File: src/rtl/hazard_ctrl_pkg.sv
// rtl/hazard_ctrl_pkg.sv - shared defines for the hazard controller
// Multi-cycle sequencer state encoding and redirect constants.
package hazard_ctrl_pkg;

  typedef enum logic [1:0] {
    MC_IDLE  = 2'd0,
    MC_START = 2'd1,
    MC_WAIT  = 2'd2,
    MC_DONE  = 2'd3
  } mc_state_e;

  localparam logic [31:0] EXC_VECTOR_DEFAULT = 32'hBFC00380;
  localparam logic [31:0] ERET_CODE_DEFAULT  = 32'h0000000e;

endpackage

File: src/rtl/hazard_ctrl_mc_seq.sv
// rtl/hazard_ctrl_mc_seq.sv - per-unit multi-cycle EX sequencer
// Issues one start pulse, waits for ready, then releases the stall for exactly one cycle.
module mc_seq
  import hazard_ctrl_pkg::*;
(
  input  logic clk,
  input  logic rst,
  input  logic req_i,
  input  logic ready_i,
  input  logic hold_i,
  input  logic exc_i,
  output logic start_o,
  output logic abort_o,
  output logic stall_o
);

  mc_state_e state_q, state_d;

  always_ff @(posedge clk or posedge rst) begin
    if (rst) begin
      state_q <= MC_IDLE;
    end else begin
      state_q <= state_d;
    end
  end

  always_comb begin
    state_d = state_q;
    start_o = 1'b0;
    abort_o = 1'b0;
    stall_o = 1'b0;
    case (state_q)
      MC_IDLE: begin
        stall_o = req_i;
        if (req_i && !hold_i && !exc_i) begin
          state_d = MC_START;
        end
      end
      MC_START: begin
        stall_o = 1'b1;
        if (exc_i) begin
          abort_o = 1'b1;
          state_d = MC_IDLE;
        end else begin
          start_o = 1'b1;
          state_d = MC_WAIT;
        end
      end
      MC_WAIT: begin
        stall_o = 1'b1;
        if (exc_i) begin
          abort_o = 1'b1;
          state_d = MC_IDLE;
        end else if (ready_i) begin
          state_d = MC_DONE;
        end
      end
      MC_DONE: begin
        // Stall released here so the instruction leaves EX exactly once.
        abort_o = exc_i;
        state_d = MC_IDLE;
      end
      default: begin
        state_d = MC_IDLE;
      end
    endcase
  end

endmodule

File: src/rtl/hazard_ctrl.sv
// rtl/hazard_ctrl.sv - pipeline stall/flush/redirect controller
// Combines load-use, branch and multi-cycle stalls with exception flush and deferred redirect.
module hazard_ctrl
  import hazard_ctrl_pkg::*;
#(
  parameter int          NUM_MC     = 2,
  parameter logic [31:0] EXC_VECTOR = EXC_VECTOR_DEFAULT,
  parameter logic [31:0] ERET_CODE  = ERET_CODE_DEFAULT
) (
  input  logic              clk,
  input  logic              rst,
  input  logic [4:0]        id_rs,
  input  logic [4:0]        id_rt,
  input  logic [4:0]        ex_rt,
  input  logic              ex_rmem,
  input  logic              id_j_b_stall,
  input  logic              stallreq_from_if,
  input  logic              stallreq_from_mem,
  input  logic [NUM_MC-1:0] mc_req,
  input  logic [NUM_MC-1:0] mc_ready,
  output logic [NUM_MC-1:0] mc_start,
  output logic [NUM_MC-1:0] mc_abort,
  input  logic [31:0]       mem_excepttype,
  input  logic [31:0]       mem_cp0_epc,
  output logic              if_stall,
  output logic              id_stall,
  output logic              ex_stall,
  output logic              mem_stall,
  output logic              wb_stall,
  output logic              if_flush,
  output logic              id_flush,
  output logic              ex_flush,
  output logic              mem_flush,
  output logic              wb_flush,
  output logic [31:0]       mem_newpc,
  output logic              redirect_valid
);

  logic              lwstall;
  logic              exc;
  logic              mc_stall;
  logic [NUM_MC-1:0] unit_stall;
  logic [31:0]       exc_pc;
  logic              flush_all;
  logic              pend_q, pend_d;
  logic [31:0]       pend_pc_q, pend_pc_d;

  assign lwstall = ex_rmem && (ex_rt != 5'd0) && ((ex_rt == id_rs) || (ex_rt == id_rt));
  assign exc     = (mem_excepttype != 32'd0);

  for (genvar k = 0; k < NUM_MC; k++) begin : g_mc
    mc_seq u_mc_seq (
      .clk     (clk),
      .rst     (rst),
      .req_i   (mc_req[k]),
      .ready_i (mc_ready[k]),
      .hold_i  (stallreq_from_mem),
      .exc_i   (exc),
      .start_o (mc_start[k]),
      .abort_o (mc_abort[k]),
      .stall_o (unit_stall[k])
    );
  end

  // A pending request in IDLE must not hold the pipeline while reset is applied.
  assign mc_stall = (|unit_stall) && !rst;

  assign if_stall  = lwstall || id_j_b_stall || mc_stall || stallreq_from_if || stallreq_from_mem;
  assign id_stall  = if_stall;
  assign ex_stall  = mc_stall || stallreq_from_mem;
  assign mem_stall = ex_stall;
  assign wb_stall  = ex_stall;

  assign flush_all = exc || pend_q;
  assign if_flush  = flush_all;
  assign id_flush  = flush_all;
  assign mem_flush = flush_all;
  assign wb_flush  = flush_all;
  assign ex_flush  = flush_all || ((lwstall || id_j_b_stall) && !mem_stall);

  assign exc_pc = (mem_excepttype == ERET_CODE) ? mem_cp0_epc : EXC_VECTOR;

  // The live exception wins over a held one so the latest target is always presented.
  always_comb begin
    mem_newpc = 32'd0;
    if (exc) begin
      mem_newpc = exc_pc;
    end else if (pend_q) begin
      mem_newpc = pend_pc_q;
    end
  end

  assign redirect_valid = flush_all;

  always_comb begin
    pend_d    = pend_q;
    pend_pc_d = pend_pc_q;
    if (exc && stallreq_from_if) begin
      pend_d    = 1'b1;
      pend_pc_d = exc_pc;
    end else if (!stallreq_from_if) begin
      pend_d = 1'b0;
    end
  end

  always_ff @(posedge clk or posedge rst) begin
    if (rst) begin
      pend_q    <= 1'b0;
      pend_pc_q <= 32'd0;
    end else begin
      pend_q    <= pend_d;
      pend_pc_q <= pend_pc_d;
    end
  end

endmodule

File: config.mk
export PLATFORM = sky130hd
export DESIGN_NAME = hazard_ctrl
export DESIGN_NICKNAME = d
export VERILOG_FILES = /design/src/rtl/hazard_ctrl_pkg.sv /design/src/rtl/hazard_ctrl_mc_seq.sv /design/src/rtl/hazard_ctrl.sv
export SDC_FILE = /design/constraint.sdc
export NUM_CORES = 1
export LEC_CHECK = 0
export ABC_AREA = 1
export BUFFER_PORTS_ARGS = -buffer_cell sky130_fd_sc_hd__buf_4
export CORE_MARGIN = 10
export CORE_UTILIZATION = 45
export CTS_BUF_LIST = sky130_fd_sc_hd__clkbuf_4 sky130_fd_sc_hd__clkbuf_8 sky130_fd_sc_hd__clkbuf_16
export CTS_CLUSTER_DIAMETER = 100
export DETAILED_ROUTE_END_ITERATION = 12
export GPL_TIMING_DRIVEN = 0
export HOLD_SLACK_MARGIN = 0.15
export MAX_ROUTING_LAYER = met4
export PLACE_DENSITY = 0.8
export RECOVER_POWER = 50
export SETUP_SLACK_MARGIN = 0.05
export SLEW_MARGIN = 20
export SYNTH_ARGS = -nofsm -noshare
export SYNTH_HDL_FRONTEND = slang
export SYNTH_SLANG_ARGS = --single-unit
File: constraint.sdc
create_clock -name clk -period 2.8 [get_ports clk]
set_clock_uncertainty 0.2 [all_clocks]
set_input_delay 0 -clock clk [delete_from_list [all_inputs] [get_ports clk]]
set_output_delay 0 -clock clk [all_outputs]
set_load 0.03 [all_outputs]
==> reports/qor.csv, run 1 <==
stage,metric,value,unit
status,status,completed,
sta,worst_pin_slew,1.08,ns
worst_hold_path,hold_start,mem_excepttype[0],
finish,postLayoutCellArea,4270,um^2
sta,max_slew_margin,0.280,
route,drtPass1Iterations,6,
sta,rsz0062_at_grt,false,
die,pin_count,136,
setup_path,crit_family,buffers and inverters,
die,die_h,96.2,um
setup_path,endpoint_kind,flip-flop,
global_route,antenna_found_initial,0,
setup_path,path_cells,dlygate4sd3_1 -> clkbuf_4 -> inv_1 -> nor2_1 -> clkinv_2 -> buf_2 -> nand2_1 -> o21ai_1 -> dlygate4sd3_1,
setup_path,crit_top_cell,dlygate4sd3_1,
finish,syn2layout_area_growth,63.4,%
power_and_ir_drop,p_sw_frac,0.242,
setup_path,worst_path_max_delay_cell,dlygate4sd3_1,
route,ant_nets,0,
cts,post-cts-setup-buffers,0,
setup_path,path_max_fanout,10,
setup_path,cp.buffers_inverters,6,
sta,drv_slew,0,
place,dp_cells,585,
finish,final_core_util,0.767,
power_and_ir_drop,power.internal,919,uW
logic_synthesis,netlist_area,2620,um^2
power_and_ir_drop,share_seq_of_total_power,0.455,
setup_path,reg2regPathDepth,8,
global_route,grt_pass1_vias,3210,
logic_synthesis,yosys_warnings,0,
sta,finalCriticalPeriod,2.50,ns
finish,final_common_cell,buf_4,
power_and_ir_drop,p_sw,294,uW
power_and_ir_drop,clkPwrFrac,0.337,
logic_synthesis,synth_cell_types,24,
worst_hold_path,min_path_cells,7,
die,placementRows,27,
cts,cts.sinks,37,
sta,finalCritPeriodShare,0.892,
setup_path,startpoint_type,input pin,
worst_hold_path,min_path_type,in -> reg,
setup_path,cp.arrival,2.47,ns
power_and_ir_drop,peakVddDrop,0.291,mV
route,vias,3225,
place,hpwl,7.19,mm
cts,cts-root-buf,clkbuf_8,
power_and_ir_drop,leakagePower,0.00229,uW
sta,timing.final.ws_setup,0.303,ns
route,post-route-drc-count,0,
route,drt_iter0_markers,224,
place,routabilityCongestion,0.778,
sta,setup-violations-final,0,
worst_hold_path,min_to,pend_pc_q[31],
cts,cts_tree,built,
cts,cts_buffers,5,
place,portBuffers,135,
setup_path,crit_required,2.77,ns
route,drt-wirelength-per-cell,15.1,um
cts,cts_max_path_buffers,2,
setup_path,cpPeakStageDelay,0.55,ns
finish,instances_no_fill,638,
die,core,5570,um^2
setup_path,rr_startpoint,g_mc[1].u_mc_seq.state_q[0],
finish,final_cell_mix,"145 x buf_4, 116 x nand2_1, 52 x nand3_1",
run,max_cap_violations,0,
logic_synthesis,synthCells,377,
logic_synthesis,synth-seq-cells,37,
route,wl,9.63,mm
power_and_ir_drop,power-per-cell-area,284,nW/um^2
sta,setup_tns,0,ns
finish,drive_gt1_frac,0.302,
global_route,grt_max_degree,24,
power_and_ir_drop,p_comb_frac,0.208,
die,dieArea,9260,um^2
finish,diodes,0,
cts,h-tree-depth,2,
sta,max_freq,0.401,GHz
place,place_area,3750,um^2
global_route,grt_overflow,0,
setup_path,critPathKind,in -> reg,
logic_synthesis,postSynthNetCount,476,
logic_synthesis,synth_area_per_cell,6.94,um^2
die,fp.dieW,96.2,um
cts,cts.clk_slew.worst_paths,0.07,ns
setup_path,reg2reg_to,g_mc[1].u_mc_seq.state_q[1],
finish,nNetsFinal,664,
logic_synthesis,seq_area_frac_synth,0.354,
sta,finalHoldViolCount,0,
setup_path,rrSetupSlack,0.31,ns
global_route,grt_first_pass_wirelength,15.2,mm
place,dpl_worst_slack,0.894,ns
route,avgViaCountPerCell,5.05,
cts,clock_latency,0.28,ns
global_route,grtUsageTotal,0.210,
die,initial_core_util,0.469,
==> cell families (layout without fill, tap and decap cells) <==
group	after synthesis	in the layout	synth area share
buffers and inverters	56	245	0.111
xor gates and xnor gates	10	10	0.0335
DFF	37	37	0.354
and+or+nand+nor	225	225	0.379
AOI/OAI and AO/OA	39	39	0.0751
adders and majority gates	10	10	0.0478
==> repair_timing <==
action / CTS / global route
endpoints found under the hold margin: 74 / 1
resized for setup: 0 / 1
hold buffers: 45 / 1
setup endpoints to repair: 0 / 1
==> per-stage QoR <==
stage / hold slack (ns) / total power (uW)
final: 0.184 / 1210
after global routing: 0.210 / 1260
after CTS: 0.187 / 1220
after detailed placement: -0.192 / 772
after global placement: 0.0945 / 761
after floorplan: -0.0255 / 642
==> final cells by class <==
| class | count | area [um^2] |
|---|---|---|
| timing repair buffer | 181 | 1480 |
| multi-input combinational | 284 | 1400 |
| fill | 411 | 1300 |
| sequential | 37 | 926 |
| buffer | 31 | 190 |
| clock buffer | 7 | 96.3 |
| inverter | 25 | 95.1 |
| tap | 72 | 90.1 |
| clock inverter | 1 | 5.00 |
==> synth_stat cells, drive strengths merged <==
master | instances | area share
a21oi | 3 | 0.0057
and3b | 1 | 0.0033
buf | 28 | 0.070
clkbuf | 3 | 0.0043
clkinv | 1 | 0.0019
dfrtp | 37 | 0.35
ha | 10 | 0.048
inv | 24 | 0.034
nand2 | 118 | 0.17
nand3 | 52 | 0.10
nand3b | 14 | 0.040
nand4 | 1 | 0.0024
nor2 | 38 | 0.060
nor3b | 1 | 0.0029
o21ai | 35 | 0.067
o22ai | 1 | 0.0024
xnor2 | 2 | 0.0067
xor2 | 8 | 0.027
==> power by group through the flow <==
stage               logic [uW]  clock network (uW)  registers [uW]
finish                     252                 409             552
global route               275                 437             553
CTS                        256                 416             551
detailed placement         210                   0             562
global placement           200                   0             561
floorplan                 81.4                   0             560
==> worst max-delay path by stage <==
stage / to / slack (ns) / cells after the start / start
6_report: pend_pc_q[1] / 0.30 / 9 / stallreq_from_if
5_1_grt: pend_pc_q[1] / 0.11 / 9 / stallreq_from_if
4_1_cts: g_mc[0].u_mc_seq.state_q[0] / 0.14 / 10 / stallreq_from_mem
3_5_place_dp: if_stall / 0.89 / 8 / g_mc[0].u_mc_seq.state_q[0]
3_3_place_gp: if_stall / 0.58 / 6 / rst
2_1_floorplan: if_stall / 0.82 / 7 / g_mc[0].u_mc_seq.state_q[0]
==> registers in the layout, summed over array words and instances, names as in the netlist <==
| register | cells |
|---|---|
| g_mc.u_mc_seq.state_q | 4 |
| pend_pc_q | 32 |
| pend_q | 1 |
==> layer usage <==
| layer | vias to the layer above | global-route usage | wire (um) | part of all wire |
|---|---|---|---|---|
| li1 | 1573 | - | - | - |
| met1 | 1476 | 0.244 | 3640 | 0.38 |
| met2 | 149 | 0.367 | 5180 | 0.54 |
| met3 | 27 | 0.0335 | 601 | 0.062 |
| met4 | 0 | 0.0553 | 201 | 0.021 |
| met5 | - | - | 0 | 0 |
==> worst register-to-register path, cell delays in order (launching register included) <==
cell and delay [ns]:
dfrtp_1 0.41, inv_1 0.10, ha_1 0.23, o21ai_0 0.17, nor2_1 0.06, nand3_1 0.06, dlygate4sd3_1 0.55, nand2_1 0.05
dlygate4sd3_1 0.55
(Power assumes the default switching activity.)
==> inputs of run 2 (changes only) <==
Settings changed: ABC_AREA 1 to default, PLACE_DENSITY 0.8 to 0.81.
==> run 2 against run 1 <==
Area after synthesis shrank 5.3%. Combinational power grew 7%. First-iteration DRC count shrank 45%. Via count shrank 9.1%. Flip-flop and latch count is the same. Power shrank 2.7%. Non-clock buffer count grew 3.
==> reports/qor.csv, run 2 <==
stage,metric,value,unit,change
status,status,completed,,
logic_synthesis,synth_top_area_cell,dfrtp_1,,
logic_synthesis,synth_edf_count,0,,unchanged
setup_path,cp.arrival,2.60,ns,+0.13 ns
route,drtPass1Iterations,4,,-2
route,drt_iter0_markers,124,,-45%
cts,cts.clk_slew.worst_paths,0.07,ns,about the same
logic_synthesis,synthDominantCellAreaShare,0.374,,+0.0197
finish,diodes,0,,unchanged
die,pin_count,136,,unchanged
sta,max_freq,0.381,GHz,-5.0%
place,dpl_worst_slack,0.670,ns,-0.224 ns
logic_synthesis,synth_most_common_cell,nand2_1,,
setup_path,crit_top_cell,dlygate4sd3_1,,
route,vias,2932,,-9.1%
setup_path,path_cells,inv_1 -> ha_1 -> o41a_1 -> a31oi_1 -> dlygate4sd3_1 -> o21a_1 -> dlygate4sd3_1,,
sta,timing.final.ws_setup,0.173,ns,-0.130 ns
cts,cts_buffers,5,,unchanged
cts,cts_tree,built,,
cts,cts_max_path_buffers,2,,unchanged
logic_synthesis,synth_cell_types,29,,+21%
global_route,grtUsageTotal,0.218,,+0.00782
global_route,grt_max_degree,33,,+38%
setup_path,startpoint_type,flip-flop,,
finish,reg_top3,"pend_pc_q: 32 flops, g_mc.u_mc_seq.state_q: 4 flops, pend_q: 1 flops",,
finish,final_common_cell,buf_4,,
logic_synthesis,ys_dominant_reg_cell,dfrtp_1,,
finish,drive_gt1_frac,0.347,,+0.0445
logic_synthesis,postSynthNetCount,407,,-14%
finish,largest_register,pend_pc_q,,
logic_synthesis,async_flop_share,1.00,,unchanged
global_route,antenna_found_initial,0,,unchanged
sta,finalCriticalPeriod,2.63,ns,+0.130 ns
setup_path,crit_required,2.77,ns,about the same
global_route,grt_pass1_vias,3122,,-2.7%
setup_path,critPathKind,reg -> reg,,
finish,largest_register_ffs,32,,unchanged
worst_hold_path,min_path_type,in -> out,,
setup_path,cpPeakStageDelay,0.60,ns,+0.05 ns
logic_synthesis,synth-seq-cells,37,,unchanged
setup_path,endpoint_kind,flip-flop,,
power_and_ir_drop,power-per-cell-area,283,nW/um^2,-0.18%
logic_synthesis,synthCells,308,,-18%
logic_synthesis,synth_area_per_cell,8.04,um^2,+16%
sta,setup-violations-final,0,,unchanged
sta,max_slew_margin,0.476,,+0.196
die,fp.dieW,94.2,um,-2.1%
sta,worst_pin_slew,0.786,ns,-0.294 ns
finish,fill_cells,347,,-16%
place,portBuffers,135,,unchanged
logic_synthesis,synth_common_cells,"88 x nand2_1, 37 x dfrtp_1, 23 x nand3_1, 19 x nor2_1, 18 x o21ai_1",,
sta,rsz0062_at_grt,false,,
power_and_ir_drop,leakagePower,0.00206,uW,-10%
finish,nNetsFinal,600,,-9.6%
route,ant_nets,0,,unchanged
global_route,grt_first_pass_wirelength,15.2,mm,-0.18%
route,wl,9.47,mm,-1.6%
die,core,5240,um^2,-6.0%
setup_path,worst_path_max_delay_cell,dlygate4sd3_1,,
cts,clock_latency,0.28,ns,about the same
power_and_ir_drop,peakVddDrop,0.269,mV,-7.5%
place,routabilityCongestion,0.863,,+11%
finish,syn2layout_area_growth,68.2,%,
die,die_h,94.2,um,-2.1%
logic_synthesis,yosys_warnings,0,,unchanged
finish,postLayoutCellArea,4170,um^2,-2.5%
die,placementRows,26,,-3.7%
setup_path,path_max_fanout,4,,-6
sta,setup_tns,0,ns,unchanged
place,place_area,3600,um^2,-3.9%
power_and_ir_drop,total_power,1180,uW,-2.7%
cts,cts-root-buf,clkbuf_8,,
sta,finalCritPeriodShare,0.938,,+0.0465
sta,drv_slew,0,,unchanged
logic_synthesis,ys_top_cells_by_area,"dfrtp_1 37%, nand2_1 13%, nor4_4 5.2%, ha_1 5.1%, nand3_1 4.6%",,
logic_synthesis,seq_area_frac_synth,0.374,,+0.0197
route,post-route-drc-count,0,,unchanged
finish,final_cell_mix,"144 x buf_4, 88 x nand2_1, 49 x dlygate4sd3_1",,
route,drt-wirelength-per-cell,16.6,um,+9.8%
cts,h-tree-depth,2,,unchanged
route,avgViaCountPerCell,5.13,,+1.4%
die,dieArea,8870,um^2,-4.2%
logic_synthesis,netlist_area,2480,um^2,-5.3%
global_route,grt_overflow,0,,unchanged
die,initial_core_util,0.473,,+0.00387
place,hpwl,7.00,mm,-2.5%
sta,finalHoldViolCount,0,,unchanged
cts,cts.sinks,37,,unchanged
run,max_cap_violations,0,,unchanged
run 2: cell count changes after synthesis, moves of 11 or more:
cell      before  now
nand2_1      117   88
nor2_1        36   19
inv_1         24    7
a21oi_1        3   14
nand3_1       52   23
nand3b_1      14    0
run 2: repair_timing:
item / in CTS / in global routing
endpoints found under the hold margin: 89 / 0
endpoints found under the setup margin: 0 / 1
hold buffers: 49 / 0
setup buffers: 0 / 1
resized for setup: 0 / 2
run 2: final timing paths:
path                                          endpoint                        start  slack [ns]  cells past startpoint
max                        g_mc[0].u_mc_seq.state_q[0]  g_mc[0].u_mc_seq.state_q[0]        0.17                      7
min                                           id_stall                 id_j_b_stall        0.16                      4
max reg2reg                g_mc[0].u_mc_seq.state_q[0]  g_mc[0].u_mc_seq.state_q[0]        0.17                      7
min reg2reg                              pend_pc_q[25]                pend_pc_q[25]        0.28                      2
max in group asynchronous                pend_pc_q[25]                          rst        0.79                      5
min in group asynchronous                 pend_pc_q[1]                          rst        0.57                      4
run 2: layer usage:
layer  part of all wire  track usage  vias to the layer above
met4              0.028       0.0772                        0
met3              0.054       0.0424                       20
met1               0.37        0.230                     1389
li1                   -            -                     1407
met5                  0            -                        -
met2               0.55        0.392                      116
run 2: through the flow:
step | hold slack [ns] | utilization | instances
global route | 0.190 | 0.796 | 572
detailed placement | -0.286 | 0.687 | 514
finish | 0.164 | 0.796 | 572
global placement | 0.0596 | 0.683 | 513
floorplan | -0.0714 | - | 308
CTS | 0.169 | 0.797 | 571
run 2: kinds of logic (layout without fill, tap and decap cells):
group,Yosys count,count (layout),share of synthesized area
flip-flops,37,37,0.374
AO/OA/AOI/OAI,60,60,0.142
AND/OR/NAND/NOR,153,153,0.314
XOR/XNOR,10,10,0.0354
adder cells (fa/ha/maj),10,10,0.0505
multiplexers,2,2,0.00909
buffers and inverters,36,230,0.0747
run 2: report_power, final:
group | total [uW] | switching (uW) | internal [uW] | leakage [uW]
Clock | 359 | 187 | 172 | 0.0000439
Sequential | 553 | 5.93 | 547 | 0.000476
Combinational | 269 | 113 | 155 | 0.00154
run 2: final cells by class:
class,count,area (um^2),share of cell area
Buffer,29,159,0.0381
Clock buffer,5,68.8,0.0165
Clock inverter,3,17.5,0.00420
Inverter,7,26.3,0.00631
Multi-Input combinational cell,235,1370,0.329
Sequential cell,37,926,0.222
Tap cell,70,87.6,0.0210
Timing Repair Buffer,186,1510,0.363
run 2: worst max-delay path, delay by kind of cell (launching register included):
family	cells	cell delay [ns]
AOI/OAI and AO/OA	3	0.43
adders and majority gates	1	0.20
buffers and inverters	3	1.26
DFF	1	0.42
==> inputs of run 3 (changes only) <==
Settings changed: CORE_UTILIZATION 45 to 40, PLACE_DENSITY 0.81 to 0.73, RECOVER_POWER 50 to 25.
==> run 3 against run 2 <==
Utilization is 9.0 points lower. Sequential share of layout area is 0.19 points lower. Fmax up 0.30%. Flip-flop and latch count is the same. Largest power group is now clock. Highest routed layer unchanged.
==> reports/qor.csv, run 3 (synthesis gave the netlist of run 2 again) <==
stage,metric,value,unit,change
setup_path,path_max_fanout,4,,unchanged
route,wl,9.31,mm,-1.7%
finish,final_cell_mix,"145 x buf_4, 88 x nand2_1, 47 x dlygate4sd3_1",,
worst_hold_path,min_path_type,in -> out,,
cts,cts.clk_slew.worst_paths,0.07,ns,about the same
route,highest_layer,met4,,
global_route,grtUsageTotal,0.189,,-0.0289
route,met3_length,487,um,-5.4%
die,initial_core_util,0.416,,-0.0570
setup_path,rrSetupSlack,0.18,ns,about the same
cts,cts_resized,0,,unchanged
worst_hold_path,min_to,id_stall,,
run,max_cap_violations,0,,unchanged
setup_path,cp.arrival,2.59,ns,about the same
die,fp.dieW,98.7,um,+4.8%
route,met1_length,3.65,mm,+4.6%
worst_hold_path,min_path_cells,4,,unchanged
route,drtPass1Iterations,4,,unchanged
finish,largest_register_ffs,32,,unchanged
setup_path,startpoint_type,flip-flop,,
sta,finalCriticalPeriod,2.62,ns,-0.00786 ns
setup_path,reg2regPathDepth,7,,unchanged
sta,finalHoldViolCount,0,,unchanged
finish,final_common_cell,buf_4,,
sta,finalCritPeriodShare,0.935,,-0.00281
finish,reg_top3,"pend_pc_q: 32 flops, g_mc.u_mc_seq.state_q: 4 flops, pend_q: 1 flops",,
sta,setup_tns,0,ns,unchanged
cts,cts_buffers,5,,unchanged
cts,cts-root-buf,clkbuf_8,,
setup_path,path_cells,inv_1 -> ha_1 -> o41a_1 -> a31oi_1 -> dlygate4sd3_1 -> o21a_1 -> dlygate4sd3_1,,
place,hpwl,6.99,mm,-0.16%
cts,cts_tree,built,,
cts,clock_latency,0.29,ns,about the same
sta,rsz0062_at_grt,false,,
finish,drive_gt1_frac,0.345,,-0.00192
setup_path,crit_top_cell,dlygate4sd3_1,,
die,placementRows,28,,+7.7%
setup_path,critPathKind,reg -> reg,,
finish,largest_register,pend_pc_q,,
cts,h-tree-depth,2,,unchanged
cts,cts_max_path_buffers,2,,unchanged
route,vias,2842,,-3.1%
finish,postLayoutCellArea,4200,um^2,+0.84%
die,die_h,98.7,um,+4.8%
setup_path,rr_startpoint,g_mc[0].u_mc_seq.state_q[1],,
sta,max_slew_margin,0.296,,-0.180
route,post-route-drc-count,0,,unchanged
setup_path,worst_path_max_delay_cell,dlygate4sd3_1,,
place,routabilityCongestion,0.862,,-0.14%
sta,worst_pin_slew,1.06,ns,+0.270 ns
global_route,grt_overflow,0,,unchanged
die,dieArea,9740,um^2,+9.8%
power_and_ir_drop,leakagePower,0.00207,uW,+0.88%
cts,post-cts-setup-buffers,0,,unchanged
place,dp_cells,519,,+0.97%
cts,holdBufCountCts,47,,-4.1%
route,dr_wl_met2,4.96,mm,-4.6%
setup_path,crit_required,2.77,ns,about the same
status,status,completed,,
setup_path,endpoint_kind,flip-flop,,
sta,setup-violations-final,0,,unchanged
cts,cts.sinks,37,,unchanged
setup_path,reg2reg_to,g_mc[0].u_mc_seq.state_q[0],,
power_and_ir_drop,power-per-cell-area,327,nW/um^2,+16%
finish,syn2layout_area_growth,69.6,%,
finish,instances_no_fill,574,,+0.35%
place,place_area,3610,um^2,+0.38%
global_route,grt_max_degree,24,,-27%
power_and_ir_drop,peakVddDrop,0.291,mV,+8.0%
sta,max_freq,0.382,GHz,+0.30%
finish,nNetsFinal,597,,-0.50%
die,core,5960,um^2,+14%
place,portBuffers,135,,unchanged
global_route,grt_first_pass_wirelength,14.6,mm,-3.8%
setup_path,cpPeakStageDelay,0.60,ns,about the same
route,avgViaCountPerCell,4.95,,-3.4%
route,ant_nets,0,,unchanged
route,drt-wirelength-per-cell,16.2,um,-2.1%
global_route,grt_pass1_vias,2873,,-8.0%
route,drt_iter0_markers,119,,-4.0%
die,pin_count,136,,unchanged
sta,drv_slew,0,,unchanged
global_route,antenna_found_initial,0,,unchanged
finish,diodes,0,,unchanged
worst_hold_path,hold_start,id_j_b_stall,,
-- run 3: cell types whose count changed in the layout (fill, tap and decap cells not counted) --
| cell | change |
|---|---|
| dlymetal6s4s_1 | +1 |
| clkbuf_2 | -1 |
| clkinvlp_4 | -1 |
| o21ai_0 | -10 |
| o21ai_1 | +10 |
| buf_4 | +1 |
| ha_1 | +1 |
| clkinv_2 | -1 |
| dlygate4sd3_1 | -2 |
| clkbuf_1 | -1 |
| bufinv_16 | +2 |
| ha_2 | -1 |
| clkbuf_4 | -1 |
-- run 3: power breakdown --
part	total, uW	internal, uW	switching (uW)
clock	553	354	200
combinational	269	157	112
sequential	552	546	5.85
total	1370	1060	318
-- run 3: worst max-delay path by stage --
stage                                      from                          end  slack, ns  depth (start not counted)
global route        g_mc[0].u_mc_seq.state_q[0]  g_mc[0].u_mc_seq.state_q[0]       0.06                          7
CTS                 g_mc[1].u_mc_seq.state_q[0]  g_mc[1].u_mc_seq.state_q[0]       0.22                          7
floorplan           g_mc[0].u_mc_seq.state_q[0]                     if_stall       0.80                          8
finish              g_mc[0].u_mc_seq.state_q[1]  g_mc[0].u_mc_seq.state_q[0]       0.18                          7
detailed placement           mem_excepttype[28]                  mc_abort[0]       0.62                          9
global placement              mem_excepttype[7]                  mc_abort[0]       0.63                          9
-- run 3: cell type report --
type / instances / area [um^2]
inverter: 7 / 26.3
fill: 479 / 1750
sequential: 37 / 926
clock buffer: 5 / 68.8
clock inverter: 3 / 65.1
multi-input combinational: 235 / 1370
buffer: 29 / 159
tap: 75 / 93.8
timing repair buffer: 183 / 1500
-- run 3: metal layers --
metal / global-route usage / vias to the layer above
li1: - / 1402
met1: 0.206 / 1317
met2: 0.330 / 101
met3: 0.0475 / 22
met4: 0.0584 / 0
met5: - / -
-- run 3: worst max-delay path: cells and delay by family (launching register included) --
kind / cells / cell delay [ns]
flops: 1 / 0.43
compound gates: 3 / 0.40
fa+ha+maj: 1 / 0.20
buf+inv: 3 / 1.27
-- run 3: per-stage QoR --
step	hold slack (ns)	total power [uW]	setup slack (ns)	utilization
floorplan	-0.0714	646	0.799	-
global placement	0.0497	780	0.629	0.602
detailed placement	-0.183	788	0.619	0.607
CTS	0.170	1380	0.217	0.708
global route	0.195	1430	0.0625	0.705
finish	0.170	1370	0.181	0.705
